## src/rtl/time_of_day_transmitter_if.sv

```systemverilog
// Signal bundle of the time-of-day transmitter: pps/event inputs, merged stream and status outputs.
// The master side drives the inputs; the slave side is the transmitter itself.
interface time_of_day_transmitter_if;
    logic        ppsIn;
    logic [7:0]  upEvent;
    logic [31:0] secondsLoad;
    logic        secondsLoadStrobe;
    logic [7:0]  EventStream;
    logic [31:0] secondsNext;
    logic [9:0]  abortCount;
    logic [9:0]  overrunCount;
    logic        busy;

    modport master (
        output ppsIn,
        output upEvent,
        output secondsLoad,
        output secondsLoadStrobe,
        input  EventStream,
        input  secondsNext,
        input  abortCount,
        input  overrunCount,
        input  busy
    );

    modport slave (
        input  ppsIn,
        input  upEvent,
        input  secondsLoad,
        input  secondsLoadStrobe,
        output EventStream,
        output secondsNext,
        output abortCount,
        output overrunCount,
        output busy
    );
endinterface

```

## src/rtl/time_of_day_transmitter.sv

```systemverilog
// Merges upstream event codes with a seconds marker on each pps edge, followed by
// a 32-bit serial announcement of the seconds value sent as shift-zero/shift-one events.
module time_of_day_transmitter #(
    parameter int unsigned BIT_SPACING = 8,
    parameter int unsigned SHIFT_DELAY = 16
) (
    input  logic                         Clock,
    input  logic                         Reset_n,
    time_of_day_transmitter_if.slave     tod
);

    typedef enum logic [1:0] {
        ST_IDLE       = 2'd0,
        ST_SHIFT_WAIT = 2'd1,
        ST_SHIFT_DUE  = 2'd2
    } state_e;

    localparam logic [7:0] EVT_NONE    = 8'h00;
    localparam logic [7:0] EVT_SHIFT0  = 8'h70;
    localparam logic [7:0] EVT_MARKER  = 8'h7D;
    localparam logic [7:0] SPACING_C   = 8'(BIT_SPACING);
    localparam logic [7:0] DELAY_C     = 8'(SHIFT_DELAY);

    function automatic logic [9:0] sat_inc(input logic [9:0] v);
        return (v == 10'd1023) ? v : (v + 10'd1);
    endfunction

    state_e      state_q, state_d;
    logic [7:0]  cnt_q, cnt_d;
    logic [31:0] shift_reg_q, shift_reg_d;
    logic [5:0]  bits_left_q, bits_left_d;
    logic [31:0] seconds_next_q, seconds_next_d;
    logic [9:0]  abort_q, abort_d;
    logic [9:0]  overrun_q, overrun_d;
    logic        marker_pending_q, marker_pending_d;
    logic        pps_prev_q, pps_prev_d;
    logic [7:0]  event_q, event_d;
    logic        busy_q, busy_d;

    logic        pps_edge_s;
    logic        marker_emit_s;
    logic        shift_emit_s;

    // Next-state: output arbitration, shift sequencing, marker, pps edge and load handling
    always_comb begin
        state_d          = state_q;
        cnt_d            = cnt_q;
        shift_reg_d      = shift_reg_q;
        bits_left_d      = bits_left_q;
        seconds_next_d   = seconds_next_q;
        abort_d          = abort_q;
        overrun_d        = overrun_q;
        marker_pending_d = marker_pending_q;
        pps_prev_d       = tod.ppsIn;
        event_d          = EVT_NONE;
        marker_emit_s    = 1'b0;
        shift_emit_s     = 1'b0;
        pps_edge_s       = tod.ppsIn & ~pps_prev_q;

        // Upstream traffic always wins; deferred marker/shift simply stays pending
        if (tod.upEvent != EVT_NONE) begin
            event_d = tod.upEvent;
        end else if (marker_pending_q) begin
            event_d       = EVT_MARKER;
            marker_emit_s = 1'b1;
        end else if (state_q == ST_SHIFT_DUE) begin
            event_d      = EVT_SHIFT0 | {7'd0, shift_reg_q[31]};
            shift_emit_s = 1'b1;
        end else begin
            event_d = EVT_NONE;
        end

        case (state_q)
            ST_IDLE: begin
                state_d = ST_IDLE;
            end
            ST_SHIFT_WAIT: begin
                // Leaving one cycle early makes the event land exactly N+1 cycles later
                if (cnt_q <= 8'd1) begin
                    state_d = ST_SHIFT_DUE;
                    cnt_d   = 8'd0;
                end else begin
                    cnt_d = cnt_q - 8'd1;
                end
            end
            ST_SHIFT_DUE: begin
                if (shift_emit_s) begin
                    shift_reg_d = {shift_reg_q[30:0], 1'b0};
                    bits_left_d = bits_left_q - 6'd1;
                    if (bits_left_q > 6'd1) begin
                        state_d = ST_SHIFT_WAIT;
                        cnt_d   = SPACING_C;
                    end else begin
                        state_d = ST_IDLE;
                    end
                end else begin
                    state_d = ST_SHIFT_DUE;
                end
            end
            default: begin
                state_d = ST_IDLE;
            end
        endcase

        if (marker_emit_s) begin
            marker_pending_d = 1'b0;
            seconds_next_d   = seconds_next_q + 32'd1;
            shift_reg_d      = seconds_next_q + 32'd1;
            bits_left_d      = 6'd32;
            state_d          = ST_SHIFT_WAIT;
            cnt_d            = DELAY_C;
            if (state_q != ST_IDLE) begin
                abort_d = sat_inc(abort_q);
            end else begin
                abort_d = abort_q;
            end
        end else begin
            abort_d = abort_q;
        end

        // A new edge while a marker is still waiting collapses into that single marker
        if (pps_edge_s) begin
            marker_pending_d = 1'b1;
            if (marker_pending_q && !marker_emit_s) begin
                overrun_d = sat_inc(overrun_q);
            end else begin
                overrun_d = overrun_q;
            end
        end else begin
            overrun_d = overrun_q;
        end

        if (tod.secondsLoadStrobe) begin
            seconds_next_d = tod.secondsLoad;
            if ((state_q != ST_IDLE) || marker_emit_s) begin
                shift_reg_d = tod.secondsLoad;
                bits_left_d = 6'd32;
                state_d     = ST_SHIFT_WAIT;
                cnt_d       = SPACING_C;
            end else begin
                shift_reg_d = shift_reg_d;
            end
        end else begin
            seconds_next_d = seconds_next_d;
        end

        busy_d = marker_pending_d | (state_d != ST_IDLE);
    end

    // State and output registers; pps history resets high so a level at release is no edge
    always_ff @(posedge Clock or negedge Reset_n) begin
        if (!Reset_n) begin
            state_q          <= ST_IDLE;
            cnt_q            <= 8'd0;
            shift_reg_q      <= 32'd0;
            bits_left_q      <= 6'd0;
            seconds_next_q   <= 32'd0;
            abort_q          <= 10'd0;
            overrun_q        <= 10'd0;
            marker_pending_q <= 1'b0;
            pps_prev_q       <= 1'b1;
            event_q          <= 8'h00;
            busy_q           <= 1'b0;
        end else begin
            state_q          <= state_d;
            cnt_q            <= cnt_d;
            shift_reg_q      <= shift_reg_d;
            bits_left_q      <= bits_left_d;
            seconds_next_q   <= seconds_next_d;
            abort_q          <= abort_d;
            overrun_q        <= overrun_d;
            marker_pending_q <= marker_pending_d;
            pps_prev_q       <= pps_prev_d;
            event_q          <= event_d;
            busy_q           <= busy_d;
        end
    end

    assign tod.EventStream  = event_q;
    assign tod.secondsNext  = seconds_next_q;
    assign tod.abortCount   = abort_q;
    assign tod.overrunCount = overrun_q;
    assign tod.busy         = busy_q;

endmodule

```

## src/flat_wrapper.sv

```systemverilog
// flat-port wrapper written by rule: the top's interface ports become plain ports
module time_of_day_transmitter_flat 
#(
    parameter int unsigned BIT_SPACING = 8,
    parameter int unsigned SHIFT_DELAY = 16
)
  (Clock, Reset_n, tod_ppsIn, tod_upEvent, tod_secondsLoad, tod_secondsLoadStrobe, tod_EventStream, tod_secondsNext, tod_abortCount, tod_overrunCount, tod_busy);
  time_of_day_transmitter_if tod_i ();
  input  logic Clock;
  input  logic Reset_n;
  input wire logic [$bits(tod_i.ppsIn)-1:0] tod_ppsIn;
  input wire logic [$bits(tod_i.upEvent)-1:0] tod_upEvent;
  input wire logic [$bits(tod_i.secondsLoad)-1:0] tod_secondsLoad;
  input wire logic [$bits(tod_i.secondsLoadStrobe)-1:0] tod_secondsLoadStrobe;
  output wire logic [$bits(tod_i.EventStream)-1:0] tod_EventStream;
  output wire logic [$bits(tod_i.secondsNext)-1:0] tod_secondsNext;
  output wire logic [$bits(tod_i.abortCount)-1:0] tod_abortCount;
  output wire logic [$bits(tod_i.overrunCount)-1:0] tod_overrunCount;
  output wire logic [$bits(tod_i.busy)-1:0] tod_busy;
  assign tod_i.ppsIn = tod_ppsIn;
  assign tod_i.upEvent = tod_upEvent;
  assign tod_i.secondsLoad = tod_secondsLoad;
  assign tod_i.secondsLoadStrobe = tod_secondsLoadStrobe;
  assign tod_EventStream = tod_i.EventStream;
  assign tod_secondsNext = tod_i.secondsNext;
  assign tod_abortCount = tod_i.abortCount;
  assign tod_overrunCount = tod_i.overrunCount;
  assign tod_busy = tod_i.busy;
  time_of_day_transmitter #(.BIT_SPACING(BIT_SPACING), .SHIFT_DELAY(SHIFT_DELAY)) u_core (.Clock(Clock), .Reset_n(Reset_n), .tod(tod_i));
endmodule
```

## config.mk

```make
export PLATFORM = sky130hd
export DESIGN_NAME = time_of_day_transmitter_flat
export DESIGN_NICKNAME = d
export VERILOG_FILES = /design/src/rtl/time_of_day_transmitter_if.sv /design/src/rtl/time_of_day_transmitter.sv /design/src/flat_wrapper.sv
export SDC_FILE = /design/constraint.sdc
export NUM_CORES = 1
export LEC_CHECK = 0
export ABC_AREA = 1
export CAP_MARGIN = 5
export CORE_ASPECT_RATIO = 0.9
export CORE_UTILIZATION = 55
export DETAILED_ROUTE_END_ITERATION = 12
export PLACE_DENSITY = 0.9
export RECOVER_POWER = 25
export SLEW_MARGIN = 20
export SYNTH_ARGS = -nofsm -noshare
export SYNTH_HDL_FRONTEND = slang
export SYNTH_SLANG_ARGS = --single-unit
```

## constraint.sdc

```tcl
create_clock -name Clock -period 2.6 [get_ports Clock]
set_input_delay 0.26 -clock Clock [delete_from_list [all_inputs] [get_ports Clock]]
set_output_delay 0.26 -clock Clock [all_outputs]
set_load 0.005 [all_outputs]
```

==> results of run 1 <==
## final timing paths
check,cells after the start,end,startpoint
worst max-delay path,9,u_core.shift_reg_q[3],tod_upEvent[7]
worst min-delay path,1,u_core.pps_prev_q,tod_ppsIn
worst max register to register,10,u_core.shift_reg_q[12],u_core.tod.secondsNext[0]
worst min register to register,1,u_core.cnt_q[0],u_core.cnt_q[0]
max in group asynchronous,3,u_core.state_q[0],Reset_n
min in group asynchronous,2,u_core.shift_reg_q[24],Reset_n
## worst max-delay path, stage by stage
cell	delay (ns)
dlygate4sd3_1	0.56
nor2_1	0.12
nand2_1	0.15
nor2_8	0.26
nand2_4	0.20
nand2_4	0.21
buf_4	0.30
nand3_1	0.13
a22oi_1	0.19
## cell families (layout without fill, tap and decap cells)
logic type,Yosys count,in the layout,share of synthesized area [%]
and+or+nand+nor,618,618,37.7
buffers and inverters,127,227,7.51
AOI/OAI and AO/OA,117,117,9.61
DFF,111,111,40.5
xor gates and xnor gates,20,20,2.55
adders and majority gates,10,10,1.82
muxes,2,2,0.292
## routing by layer
layer  GRT usage, %  vias to the layer above  part of all wire (%)
li1               -                     3386                     -
met1           42.8                     3293                    42
met2           48.4                      392                    45
met3           6.01                       55                    10
met4           9.82                        0                   2.3
met5              0                        -                     0
## stage by stage
stage / cell area (µm²) / power (W) / setup WS [ns]
2_1_floorplan: 6860 / 0.00290 / 0.918
3_3_place_gp: 8050 / 0.00335 / 0.333
3_5_place_dp: 8050 / 0.00339 / 0.278
4_1_cts: 8340 / 0.00475 / 0.561
5_1_grt: 8340 / 0.00500 / 0.263
6_report: 8340 / 0.00477 / 0.470
## what timing repair did
action / in CTS / in global routing
setup buffers: 0 / 0
endpoints found under the hold margin: 47 / 0
hold buffers: 1 / 0
## power breakdown
part | internal (W) | switching (W)
clock | 0.000672 | 0.000703
sequential | 0.00199 | 0.000255
combinational | 0.000537 | 0.000605
## sequential cells by signal, indices dropped and copies added, names as in the netlist
signal,count
u_core.cnt_q,8
u_core.tod.secondsNext,32
u_core.tod.abortCount,10
u_core.marker_pending_q,1
u_core.pps_prev_q,1
u_core.tod.EventStream,8
u_core.bits_left_q,6
u_core.state_q,2
u_core.tod.overrunCount,10
u_core.shift_reg_q,32
u_core.tod.busy,1
## layout by cell type (no fill, tap or decap), types with 3 or more instances in the layout
cell and count:
o21ai_0 38, inv_2 4, nor3_1 7, nand3_1 74, xnor2_1 6, or2_2 10, nand3b_1 7, o21ai_1 6
inv_1 87, nor2_1 155, clkdlybuf4s50_1 100, a22oi_1 4, a31oi_1 3, xor2_1 14, nand2_4 4, a21oi_1 42
dfrtp_1 110, ha_1 10, nand2_1 335, dlygate4sd3_1 4, o22ai_1 6, clkbuf_16 9, o21bai_1 12, buf_4 12
nand4_1 19
## area by class of cell
class / count / area, µm² / share of cell area, %
Clock buffer: 9 / 225 / 2.70
Clock inverter: 7 / 61.3 / 0.735
Sequential cell: 111 / 2780 / 33.3
Inverter: 93 / 349 / 4.19
Timing Repair Buffer: 118 / 1160 / 13.9
Tap cell: 160 / 200 / 2.40
Multi-Input combinational cell: 767 / 3570 / 42.8
==> impl_metrics.env, run 1 <==
export IMPL_wl_per_cell_um=15.3
export IMPL_syn_nets=1059
export IMPL_hold_viol=0
export IMPL_synth_cell_types=40
export IMPL_slew_headroom_pct=14.4
export IMPL_dieWidth_um=120
export IMPL_gp_congestion=1.03
export IMPL_peakVddDrop_uv=356
export IMPL_dr_pass1_iters=5
export IMPL_syn_inst=1005
export IMPL_worst_setup_path_type="input pin to register"
export IMPL_cellPowerDensity_nw_per_um2=571
export IMPL_critPathRequiredTime_ns=2.87
export IMPL_overflow=0
export IMPL_max_cap_viol_count=0
export IMPL_syn_area_um2=6860
export IMPL_hold_path_class="input pin to register"
export IMPL_cp_max_fo=24
export IMPL_antenna_found_initial=0
export IMPL_clk_path_buf_depth=2
export IMPL_core_um2=12100
export IMPL_cts_tree="done"
export IMPL_fillers=1014
export IMPL_ys_ff_latch=111
export IMPL_route_detailed_drc=0
export IMPL_tightest_slew_ns=1.28
export IMPL_wirelength_mm=19.4
export IMPL_setup_violations_final=0
export IMPL_endpoint_kind="register"
export IMPL_utilization_pct=68.8
export IMPL_cts_resized=0
export IMPL_synth_seq_area_share_pct=40.5
export IMPL_viasPerCell=5.63
export IMPL_arrival_ns=2.40
export IMPL_dp_cells=1248
export IMPL_clk_pin_slew_ns=0.08
export IMPL_worst_r2r_setup_slack_ns=0.51
export IMPL_grt_max_degree=51
export IMPL_cts_sinks=111
export IMPL_syn_area_per_cell_um2=6.83
export IMPL_holdWs_ns=0.483
export IMPL_drtIter0Drc=712
export IMPL_yosys_area_top_type="dfrtp_1"
export IMPL_synth_top_cell_area_share_pct=40.1
export IMPL_die_h_um=108
export IMPL_finalNonFillerCells=1265
export IMPL_finClkSkew_ns=0.00529
export IMPL_dr_total_vias=7126
export IMPL_layout_worst_path_cycle_share_pct=81.9
export IMPL_synth_edf_count=0
export IMPL_final_min_clock_period_ns=2.13
export IMPL_synthTopCellsByArea="dfrtp_1, nand2_1, nor2_1, nand3_1, inv_1"
export IMPL_synth_most_common_cell="nand2_1"
export IMPL_io_buffers=104
export IMPL_hpwl_mm=14.2
export IMPL_ys_flop_type="dfrtp_1"
export IMPL_cts_htree_levels=3
export IMPL_synth_common_cells="nand2_1, nor2_1, dfrtp_1, inv_1, nand3_1"
export IMPL_antenna_cells=0
export IMPL_grt_pass1_wl_mm=31.1
export IMPL_rows=38
export IMPL_async_flop_share_pct=100
export IMPL_grtUsageTotal_pct=30.7
export IMPL_initial_core_util_pct=56.6
export IMPL_clock_latency_ns=0.36
export IMPL_power_leakage_nw=4.04
export IMPL_drive_above_1_share_pct=4.98
export IMPL_die_area_um2=12900
export IMPL_status="finished clean"
export IMPL_synthToLayoutAreaGrowth_pct=21.5
export IMPL_fmax_mhz=470
export IMPL_cts_made_buffers=9
export IMPL_io_pins=105
export IMPL_clockRootBuffer="clkbuf_16"
export IMPL_slew_violations=0
export IMPL_tns_ns=0
export IMPL_ant_nets=0
export IMPL_rsz0062_at_grt="false"
export IMPL_synth_warnings=0
export IMPL_grt_pass1_vias=6441
export IMPL_worst_setup_path_start_kind="input pin"
export IMPL_nets=1154
No activity file was read; power rests on OpenSTA's default activity.
==> run 2, diff against run 1 <==
--- a/config.mk
+++ b/config.mk
@@ -8,9 +8,9 @@
 export ABC_AREA = 1
 export CAP_MARGIN = 5
 export CORE_ASPECT_RATIO = 0.9
-export CORE_UTILIZATION = 55
+export CORE_UTILIZATION = 50
 export DETAILED_ROUTE_END_ITERATION = 12
-export PLACE_DENSITY = 0.9
+export PLACE_DENSITY = 0.87
 export RECOVER_POWER = 25
 export SLEW_MARGIN = 20
 export SYNTH_ARGS = -nofsm -noshare
==> constraint.sdc (replaced) <==
create_clock -name Clock -period 1.83 [get_ports Clock]
set_input_delay 0.183 -clock Clock [delete_from_list [all_inputs] [get_ports Clock]]
set_output_delay 0.183 -clock Clock [all_outputs]
set_load 0.005 [all_outputs]
==> run 2 against run 1 <==
The run now ends with DRC left. Sequential share of layout area is 2.7 points lower. Power increased by 51%. Cell count rose by 6.0%. Via count is 4.2% higher. Global-route usage fell by 0.48 points. First-iteration DRC count increased by 18%. Non-clock buffer count increased by 67. Critical path type is now register to register. Critical endpoint is now u_core.shift_reg_q[16]. Largest power group unchanged.
==> impl_metrics.env, run 2 (same netlist as run 1, synthesis figures left out) <==
export IMPL_status="finished, violations left"
export IMPL_violations="DRC"
export IMPL_drtIter0Drc=839
export IMPL_clock_latency_ns=0.36
export IMPL_hold_viol=0
export IMPL_critPathRequiredTime_ns=2.13
export IMPL_hpwl_mm=15.8
export IMPL_dieWidth_um=126
export IMPL_antenna_found_initial=0
export IMPL_viasPerCell=5.54
export IMPL_cts_made_buffers=9
export IMPL_gp_congestion=0.952
export IMPL_max_cap_viol_count=0
export IMPL_r2r_start="u_core.tod.secondsNext[0]"
export IMPL_synthToLayoutAreaGrowth_pct=32.4
export IMPL_cts_htree_levels=3
export IMPL_worst_setup_path_type="register to register"
export IMPL_wirelength_mm=21.5
export IMPL_switching_power_w=0.00236
export IMPL_cts_sinks=111
export IMPL_final_min_clock_period_ns=1.76
export IMPL_dr_total_vias=7424
export IMPL_hold_end="u_core.tod.EventStream[7]"
export IMPL_p_seq_share_pct=44.6
export IMPL_ant_nets=0
export IMPL_cp_max_fo=6
export IMPL_final_cell_mix="nand2_1, nor2_1, dfrtp_1, clkdlybuf4s50_1, inv_1"
export IMPL_rows=40
export IMPL_drive_above_1_share_pct=13.3
export IMPL_io_buffers=104
export IMPL_layout_worst_path_cycle_share_pct=96.4
export IMPL_holdWs_ns=0.300
export IMPL_grt_pass1_vias=6874
export IMPL_clk_pin_slew_ns=0.08
export IMPL_worstHoldPathCells=1
export IMPL_utilization_pct=68.0
export IMPL_clockRootBuffer="clkbuf_16"
export IMPL_combPwrFrac_pct=26.2
export IMPL_grtUsageTotal_pct=30.2
export IMPL_initial_core_util_pct=51.4
export IMPL_worst_r2r_setup_slack_ns=0.07
export IMPL_rr_endpoint="u_core.shift_reg_q[16]"
export IMPL_dr_pass1_iters=10
export IMPL_grt_pass1_wl_mm=33.9
export IMPL_cellPowerDensity_nw_per_um2=789
export IMPL_die_area_um2=14200
export IMPL_final_common_cell="nand2_1"
export IMPL_setup_violations_final=0
export IMPL_peakVddDrop_uv=537
export IMPL_power_leakage_nw=4.39
export IMPL_endpoint_kind="register"
export IMPL_fmax_mhz=567
export IMPL_clk_path_buf_depth=2
export IMPL_nets=1222
export IMPL_arrival_ns=2.06
export IMPL_hold_path_class="input pin to register"
export IMPL_p_clk_share_pct=29.2
export IMPL_wl_per_cell_um=16.0
export IMPL_p_int_w=0.00481
export IMPL_antenna_cells=0
export IMPL_slew_violations=0
export IMPL_grt_max_degree=46
export IMPL_route_detailed_drc=3
export IMPL_worst_setup_path_start_kind="register"
export IMPL_cts_tree="done"
export IMPL_swShare_pct=32.9
export IMPL_core_um2=13400
export IMPL_tightest_slew_ns=0.833
export IMPL_min_from="tod_upEvent[7]"
export IMPL_worst_r2r_cell_count=9
export IMPL_slew_headroom_pct=44.5
export IMPL_rsz0062_at_grt="true"
export IMPL_io_pins=105
export IMPL_finClkSkew_ns=0.00649
export IMPL_overflow=0
export IMPL_die_h_um=113
[run 2: cell types whose count changed in the layout (fill, tap and decap cells not counted), sizes merged]
cell           change
inv                -1
bufinv             +1
clkdlybuf4s50      +2
clkbuf             +3
dlygate4sd3        -2
clkinvlp           +1
clkinv             -1
buf               +65
[run 2: worst max-delay path by stage]
stage | startpoint | endpoint | cells past startpoint
floorplan | u_core.cnt_q[0] | u_core.cnt_q[5] | 10
global placement | tod_upEvent[7] | u_core.shift_reg_q[24] | 10
detailed placement | tod_upEvent[7] | u_core.shift_reg_q[3] | 9
CTS | u_core.tod.secondsNext[0] | u_core.shift_reg_q[11] | 10
global route | u_core.tod.secondsNext[5] | u_core.tod.secondsNext[10] | 9
finish | u_core.tod.secondsNext[0] | u_core.shift_reg_q[16] | 9
[run 2: routing by layer]
layer,global-route usage (%),up-vias,part of all wire [%]
met3,6.90,61,10
met1,39.6,3409,41
met4,10.2,0,2.7
li1,-,3522,-
met5,0,-,0
met2,49.4,432,46
[run 2: metrics by stage]
stage	setup WS [ns]	TNS (ns)	power [W]	cell area, µm²	cells
5_1_grt	-0.0793	-0.735	0.00753	9090	1341
3_3_place_gp	-0.170	-8.08	0.00490	8590	1317
4_1_cts	-0.0126	-0.0307	0.00707	8930	1334
6_report	0.0651	0	0.00717	9090	1341
3_5_place_dp	-0.288	-13.98	0.00497	8590	1317
2_1_floorplan	0.148	0	0.00412	6860	1005
[run 2: power by group through the flow]
stage	Clock, W	Combinational (W)	Sequential, W
floorplan	0	0.000983	0.00314
global placement	0	0.00169	0.00320
detailed placement	0	0.00176	0.00321
CTS	0.00211	0.00178	0.00317
global route	0.00220	0.00209	0.00323
finish	0.00210	0.00188	0.00320
[run 2: cell type report]
cell class,count,area [µm²]
sequential,111,2780
fill,1053,4270
tap,168,210
timing repair buffer,185,1730
multi-input combinational,767,3700
inverter,93,353
clock buffer,10,229
clock inverter,6,76.3
timing repair inverter,1,7.51
[run 2: worst max-delay path, stage by stage, from the launching register on]
cell,delay [ns]
dfrtp_1,0.43
ha_4,0.17
nand2_2,0.08
nor2_4,0.24
nand3_1,0.19
nor2_1,0.21
nor2_1,0.06
nor2_1,0.18
nor2_1,0.07
nor2_1,0.08
[run 2: what timing repair did]
action | in CTS | in global routing
hold buffers | 1 | 0
gates resized for setup | 7 | 41
setup buffers | 0 | 6
hold endpoints to repair | 27 | 0
gates cloned | 0 | 1
endpoints found under the setup margin | 16 | 65
pin swaps | 0 | 9
